## src/rtl/eth_pcs_params_pkg.sv

```systemverilog
// eth_pcs_params: shared 10GBASE-R PCS widths, scrambler taps, sync codes and the
// scrambler step function (also used by the RX descrambler).
package eth_pcs_params;
    localparam int W_DATA          = 32;
    localparam int W_SYNC          = 2;
    localparam int W_TRANS_PER_BLK = 2;
    localparam int W_SCR_STATE     = 58;
    localparam int SCR_TAP_A       = 38;
    localparam int SCR_TAP_B       = 57;
    localparam logic [W_SYNC-1:0] SYNC_DATA = 2'b01;
    localparam logic [W_SYNC-1:0] SYNC_CTRL = 2'b10;

    // S[0] is the newest scrambled bit; the last bit of a word lands in S[0].
    function automatic logic [W_SCR_STATE+W_DATA-1:0] scr_step(
        input logic [W_SCR_STATE-1:0] state,
        input logic [W_DATA-1:0]      data
    );
        logic [W_DATA-1:0]      scr;
        logic [W_SCR_STATE-1:0] nxt;
        nxt = {state[W_SCR_STATE-1-W_DATA:0], {W_DATA{1'b0}}};
        for (int i = 0; i < W_DATA; i++) begin
            scr[i]            = data[i] ^ state[SCR_TAP_A-i] ^ state[SCR_TAP_B-i];
            nxt[W_DATA-1-i]   = scr[i];
        end
        return {nxt, scr};
    endfunction
endpackage

```

## src/rtl/eth_pcs_tx_scrambler_if.sv

```systemverilog
// eth_pcs_tx_scrambler_if: encoder/gearbox-facing signals of the TX scrambler.
// ETH_PCS_TX_SCR_BYPASS_EN adds the i_scr_bypass control.
interface eth_pcs_tx_scrambler_if;
    import eth_pcs_params::*;
    logic                       i_gb_clk_en;
    logic [W_TRANS_PER_BLK-1:0] i_gb_trans_cnt;
    logic                       i_blk_first;
    logic [W_SYNC-1:0]          i_sync_hdr;
    logic [W_DATA-1:0]          i_enc_data;
`ifdef ETH_PCS_TX_SCR_BYPASS_EN
    logic                       i_scr_bypass;
`endif
    logic                       o_enc_ready;
    logic [W_SYNC-1:0]          o_sync_hdr;
    logic [W_DATA-1:0]          o_scr_data;
    logic                       o_align_err;
    logic                       o_hdr_err;

    modport master (
        output i_gb_clk_en, i_gb_trans_cnt, i_blk_first, i_sync_hdr, i_enc_data,
`ifdef ETH_PCS_TX_SCR_BYPASS_EN
        output i_scr_bypass,
`endif
        input  o_enc_ready, o_sync_hdr, o_scr_data, o_align_err, o_hdr_err
    );
    modport slave (
        input  i_gb_clk_en, i_gb_trans_cnt, i_blk_first, i_sync_hdr, i_enc_data,
`ifdef ETH_PCS_TX_SCR_BYPASS_EN
        input  i_scr_bypass,
`endif
        output o_enc_ready, o_sync_hdr, o_scr_data, o_align_err, o_hdr_err
    );
endinterface

```

## src/rtl/eth_pcs_tx_scrambler.sv

```systemverilog
// eth_pcs_tx_scrambler: 10GBASE-R 1+x^39+x^58 payload scrambler paced by the gearbox,
// with block-alignment and sync-header checks. Optional ETH_PCS_TX_SCR_BYPASS_EN.
module eth_pcs_tx_scrambler
    import eth_pcs_params::*;
#(
    parameter logic [W_SCR_STATE-1:0] SCR_SEED = '0
) (
    input logic                   i_clk,
    input logic                   i_reset_n,
    eth_pcs_tx_scrambler_if.slave bus
);
    logic [W_SCR_STATE-1:0] r_state;
    logic [W_SCR_STATE-1:0] w_next_state;
    logic [W_DATA-1:0]      w_scr;
    logic                   r_align_err;
    logic                   r_hdr_err;
    logic                   w_accept;
    logic                   w_misalign;
    logic                   w_bad_hdr;

    if (W_DATA > SCR_TAP_A + 1) begin : g_width_chk
        $error("eth_pcs_tx_scrambler: W_DATA must not exceed 39");
    end

    assign {w_next_state, w_scr} = scr_step(r_state, bus.i_enc_data);
    assign w_accept   = bus.i_gb_clk_en;
    assign w_misalign = bus.i_blk_first != (bus.i_gb_trans_cnt == '0);
    assign w_bad_hdr  = bus.i_blk_first && bus.i_sync_hdr != SYNC_DATA && bus.i_sync_hdr != SYNC_CTRL;

    assign bus.o_enc_ready = bus.i_gb_clk_en;
    assign bus.o_sync_hdr  = bus.i_sync_hdr;
    assign bus.o_align_err = r_align_err;
    assign bus.o_hdr_err   = r_hdr_err;
`ifdef ETH_PCS_TX_SCR_BYPASS_EN
    // State still advances under bypass so clearing it resumes a consistent sequence.
    assign bus.o_scr_data  = bus.i_scr_bypass ? bus.i_enc_data : w_scr;
`else
    assign bus.o_scr_data  = w_scr;
`endif

    always_ff @(posedge i_clk or negedge i_reset_n) begin
        if (!i_reset_n) begin
            r_state     <= SCR_SEED;
            r_align_err <= 1'b0;
            r_hdr_err   <= 1'b0;
        end else begin
            if (w_accept) r_state <= w_next_state;
            r_align_err <= r_align_err | (w_accept & w_misalign);
            r_hdr_err   <= w_accept & w_bad_hdr;
        end
    end
endmodule

```

## src/flat_wrapper.sv

```systemverilog
// flat-port wrapper written by rule: the top's interface ports become plain ports
module eth_pcs_tx_scrambler_flat import eth_pcs_params::*;
#(
    parameter logic [W_SCR_STATE-1:0] SCR_SEED = '0
)
  (i_clk, i_reset_n, bus_i_gb_clk_en, bus_i_gb_trans_cnt, bus_i_blk_first, bus_i_sync_hdr, bus_i_enc_data, bus_o_enc_ready, bus_o_sync_hdr, bus_o_scr_data, bus_o_align_err, bus_o_hdr_err);
  eth_pcs_tx_scrambler_if bus_i ();
  input logic i_clk;
  input logic i_reset_n;
  input wire logic [$bits(bus_i.i_gb_clk_en)-1:0] bus_i_gb_clk_en;
  input wire logic [$bits(bus_i.i_gb_trans_cnt)-1:0] bus_i_gb_trans_cnt;
  input wire logic [$bits(bus_i.i_blk_first)-1:0] bus_i_blk_first;
  input wire logic [$bits(bus_i.i_sync_hdr)-1:0] bus_i_sync_hdr;
  input wire logic [$bits(bus_i.i_enc_data)-1:0] bus_i_enc_data;
  output wire logic [$bits(bus_i.o_enc_ready)-1:0] bus_o_enc_ready;
  output wire logic [$bits(bus_i.o_sync_hdr)-1:0] bus_o_sync_hdr;
  output wire logic [$bits(bus_i.o_scr_data)-1:0] bus_o_scr_data;
  output wire logic [$bits(bus_i.o_align_err)-1:0] bus_o_align_err;
  output wire logic [$bits(bus_i.o_hdr_err)-1:0] bus_o_hdr_err;
  assign bus_i.i_gb_clk_en = bus_i_gb_clk_en;
  assign bus_i.i_gb_trans_cnt = bus_i_gb_trans_cnt;
  assign bus_i.i_blk_first = bus_i_blk_first;
  assign bus_i.i_sync_hdr = bus_i_sync_hdr;
  assign bus_i.i_enc_data = bus_i_enc_data;
  assign bus_o_enc_ready = bus_i.o_enc_ready;
  assign bus_o_sync_hdr = bus_i.o_sync_hdr;
  assign bus_o_scr_data = bus_i.o_scr_data;
  assign bus_o_align_err = bus_i.o_align_err;
  assign bus_o_hdr_err = bus_i.o_hdr_err;
  eth_pcs_tx_scrambler #(.SCR_SEED(SCR_SEED)) u_core (.i_clk(i_clk), .i_reset_n(i_reset_n), .bus(bus_i));
endmodule
```

## config.mk

```make
export PLATFORM = sky130hd
export DESIGN_NAME = eth_pcs_tx_scrambler_flat
export DESIGN_NICKNAME = d
export VERILOG_FILES = /design/src/rtl/eth_pcs_params_pkg.sv /design/src/rtl/eth_pcs_tx_scrambler_if.sv /design/src/rtl/eth_pcs_tx_scrambler.sv /design/src/flat_wrapper.sv
export SDC_FILE = /design/constraint.sdc
export NUM_CORES = 1
export LEC_CHECK = 0
export CORE_ASPECT_RATIO = 0.75
export CORE_UTILIZATION = 52
export CTS_BUF_LIST = sky130_fd_sc_hd__clkbuf_8 sky130_fd_sc_hd__clkbuf_16
export DETAILED_ROUTE_END_ITERATION = 8
export GPL_ROUTABILITY_DRIVEN = 0
export MAX_ROUTING_LAYER = met4
export PLACE_DENSITY = 0.81
export SYNTH_ARGS = -nofsm -noshare
export SYNTH_HDL_FRONTEND = slang
export SYNTH_SLANG_ARGS = --single-unit
```

## constraint.sdc

```tcl
create_clock -name i_clk -period 2.7 [get_ports i_clk]
set_clock_uncertainty 0.2 [all_clocks]
set_input_delay 0.54 -clock i_clk [delete_from_list [all_inputs] [get_ports i_clk]]
set_output_delay 0.54 -clock i_clk [all_outputs]
set_load 0.02 [all_outputs]
```

Word level (Yosys, flattened, before mapping):

Index checks and enable logic that the tools add are counted.

* equal/unequal tests: 3
* bitwise operators: 67
* reductions and logical operators: 3

Operators with widths (number)
* bitwise XOR 1 bit: 64
* bitwise AND 1 bit: 2
* logical AND 1 bit: 2
* logical NOT 2 bit: 1
* != test 2 x 1 -> 1 bit, second input constant: 1
* != test 2 bit, second input constant: 1
* != test 1 bit: 1
* bitwise OR 1 bit: 1

* bits in registers: 60
* bits of input ports: 40
* output and inout port bits: 37

Depth between registers and ports, before layout:

* word-level depth: 4
* gate-level depth with buffers: 3
* depth with buffers taken out: 3

Worst setup path before layout:

Ideal clock, no wire load.

* kind: input port to output port
* from: input port bus_i_enc_data[0]
* to: output port bus_o_scr_data[0]
* arrival time: 1.066 ns
* setup slack: 0.894 ns
* stages on the path: 2
* path buffers: 0
* path through: xnor2_1 > xnor2_1

* longest elaborated chain between the ends: 2

RTL lines
* from (decl): line flat_wrapper.sv:14 `input wire logic [$bits(bus_i.i_enc_data)-1:0] bus_i_enc_data;`
* bitwise XOR 1 bit (2 in series): line eth_pcs_params_pkg.sv:22 `scr[i] = data[i] ^ state[SCR_TAP_A-i] ^ state[SCR_TAP_B-i];`
* to (decl): line flat_wrapper.sv:17 `output wire logic [$bits(bus_i.o_scr_data)-1:0] bus_o_scr_data;`

No other way between the ends.

Worst setup path after layout:

* from: input port bus_i_enc_data[30]
* to: output port bus_o_scr_data[30]

Same word-level chain as after synthesis.

==> results.cfg <==
[status]
status = finished, violations left
failed_checks = negative hold slack

[logic_synthesis]
yosys_warnings = 0
syn_area_um2 = 2810
netlist.area_leader.share_pct = 53.5
ys_ff_latch = 60
synth_fp_nets = 237
synth_area_leaders = dfrtp_1 (53%), mux2_2 (23%), xnor2_1 (20%), buf_2 (1.2%), buf_4 (0.80%)
netlist_instances = 197
synth_seq_area_share_pct = 53.5
yosysTopAreaCell = dfrtp_1
syn_avg_cell_area_um2 = 14.3
yosysUniqueCellTypes = 9

[cells_and_area]
syn_to_final_growth_pct = 41.6
multi_input_area_um2 = 1250
final_cell_mix = xnor2_1 (65), dfrtp_1 (60), mux2_2 (58)
antenna_cells = 0
design_area_um2 = 3980
drive_gt1_share_pct = 31.3
final_net_count = 332
nFillCells = 372
ff_latch_area_um2 = 1500
mostFrequentLayoutCell = xnor2_1

[worst_setup_path]
path_max_fanout = 2
cp_data_required_time_ns = 1.96
cpLargestDelayFamily = buffers and inverters
cp_common_cell = xnor2_1
worst_setup_path_start_kind = input pin
crit_type = in -> out
r2r_setup_slack_ns = 1.24
cp.arrival_ns = 1.74
critPathMaxStageDelay_ns = 0.50
worstPathBufferInverterCount = 2
path_cells = clkdlybuf4s50_1 -> xnor2_1 -> xnor2_1 -> dlygate4sd2_1
cp-end-kind = output port
crit_slowest_cell = clkdlybuf4s50_1

[clocking]
cts_buffer_depth = 2
cts_buffers = 9
clock_sinks = 60
post_cts_buffers = 0
clkTransAtPathRegs_ns = 0.07
clock_tree.root_cell = clkbuf_8
h-tree-depth = 3
cts_hold_buffers = 0
cts_tree = built
worstSkewPairLatency_ns = 0.33

[sta]
finalSetupTns_ns = 0
rsz0062_at_grt = false
hold-worst-slack_ns = -0.00270
post-route-min-period_ns = 2.48
worst_pin_slew_ns = 0.733
setup_violations = 0
finalCritPeriodShare_pct = 91.8
max_freq_mhz = 404
hold_viol_final = 2
finalMaxSlewViolations = 0
slew_headroom_pct = 51.2

[floorplanning]
die_h_um = 65.6
num_rows = 22
initial_core_util_pct = 55.7
io_pins = 77
die_area_um2 = 5700
die_w_um = 86.9
coreArea_um2 = 5040

[drt]
finalWirelength_mm = 5.06
vias = 1766
dr.pass1.iters = 4
routedWlPerCell_um = 13.7
drt_iter0_markers = 32
ant_nets = 0
via_per_inst = 4.79
drc = 0

[placement]
place_area_um2 = 3740
port_buffers = 76
dp_hpwl_mm = 3.58

[pwr]
power_frac_comb_pct = 54.6
vdd_drop_max_mv = 0.863
seq_power_share_pct = 29.0
p_int_mw = 3.82
power_frac_clock_pct = 16.3
power.density_nw_per_um2 = 1520
p_sw_share_pct = 36.7
p_leak_nw = 1.69
power.switching_mw = 2.22

[grt]
grt_use_total_pct = 21.2
grt_pass1_vias = 1798
grt-ovfl-total = 0
grt_max_degree = 61
grt_pass1_wl_mm = 8.61
antenna_found_initial = 0

[min_path]
hold_class = in -> async

[job]
max-cap-violations = 0
## stage by stage
stage	std cells	worst slack (ns)	total power, mW	util [%]	hold slack (ns)
after CTS	369	0.00242	6.15	78.6	0.00479
final	369	0.222	6.04	78.9	-0.00270
after global routing	369	0.171	6.41	78.9	0.0149
after floorplan	197	0.894	3.67	-	0.0444
after detailed placement	353	-0.0605	5.42	74.2	0.266
after global placement	353	-0.0453	5.34	74.2	0.239
## worst register-to-register path: cells and delay by family, from the launching register on
family / cells / cell delay, ns
xor gates and xnor gates: 2 / 0.33
buffers and inverters: 1 / 0.15
DFF: 1 / 0.41
muxes: 1 / 0.25
## synthesized netlist by cell type
master / instances
xor2_1: 1
and3_1: 1
buf_4: 3
nor2_1: 1
dfrtp_1: 60
a21o_1: 1
mux2_2: 58
buf_2: 7
xnor2_1: 65
## cell families (layout without fill, tap and decap cells)
family / after synthesis / count (layout) / synth area share (%)
multiplexers: 58 / 58 / 23.3
buffers and inverters: 10 / 110 / 2.05
flip-flops: 60 / 60 / 53.5
XOR/XNOR: 66 / 66 / 20.6
AO/OA/AOI/OAI: 1 / 1 / 0.267
AND/OR/NAND/NOR: 2 / 2 / 0.357
## registers in the layout (all words and copies together), names as in the netlist
name and count:
u_core.r_state 58, u_core.bus.o_hdr_err 1, u_core.bus.o_align_err 1
## power by group through the flow
stage	logic [mW]	registers, mW	clock network (mW)
after global placement	3.59	1.76	0
after floorplan	2.01	1.66	0
final	3.30	1.75	0.986
after global routing	3.53	1.83	1.05
after detailed placement	3.64	1.77	0
after CTS	3.37	1.76	1.01
## what timing repair did
item                       CTS  global route
resized for setup           25             7
hold endpoints to repair     0             0
setup endpoints to repair   25             7
## layer usage
| metal | track usage, % | up-vias | wire [um] |
|---|---|---|---|
| li1 | - | 857 | - |
| met4 | 4.38 | 0 | 27 |
| met2 | 30.2 | 50 | 2240 |
| met5 | - | - | 0 |
| met1 | 28.8 | 855 | 2490 |
| met3 | 8.54 | 4 | 299 |
## final cells by class
cell class,count,area share [%]
multi-input cells,127,31.4
well taps,72,2.27
clock buffers,11,3.81
repair buffers,94,22.3
clock inverters,5,2.49
flip-flops and latches,60,37.8
## final timing paths
path | from | end | depth (start not counted)
min in group i_clk | u_core.bus.o_align_err | u_core.bus.o_align_err | 1
worst max register to register | u_core.r_state[8] | u_core.r_state[1] | 4
worst max-delay path | bus_i_enc_data[30] | bus_o_scr_data[30] | 4
worst min register to register | u_core.bus.o_align_err | u_core.bus.o_align_err | 1
worst min-delay path | i_reset_n | u_core.r_state[16] | 2
max in group asynchronous | i_reset_n | u_core.r_state[31] | 2
Power figures use the tool's default switching activity.
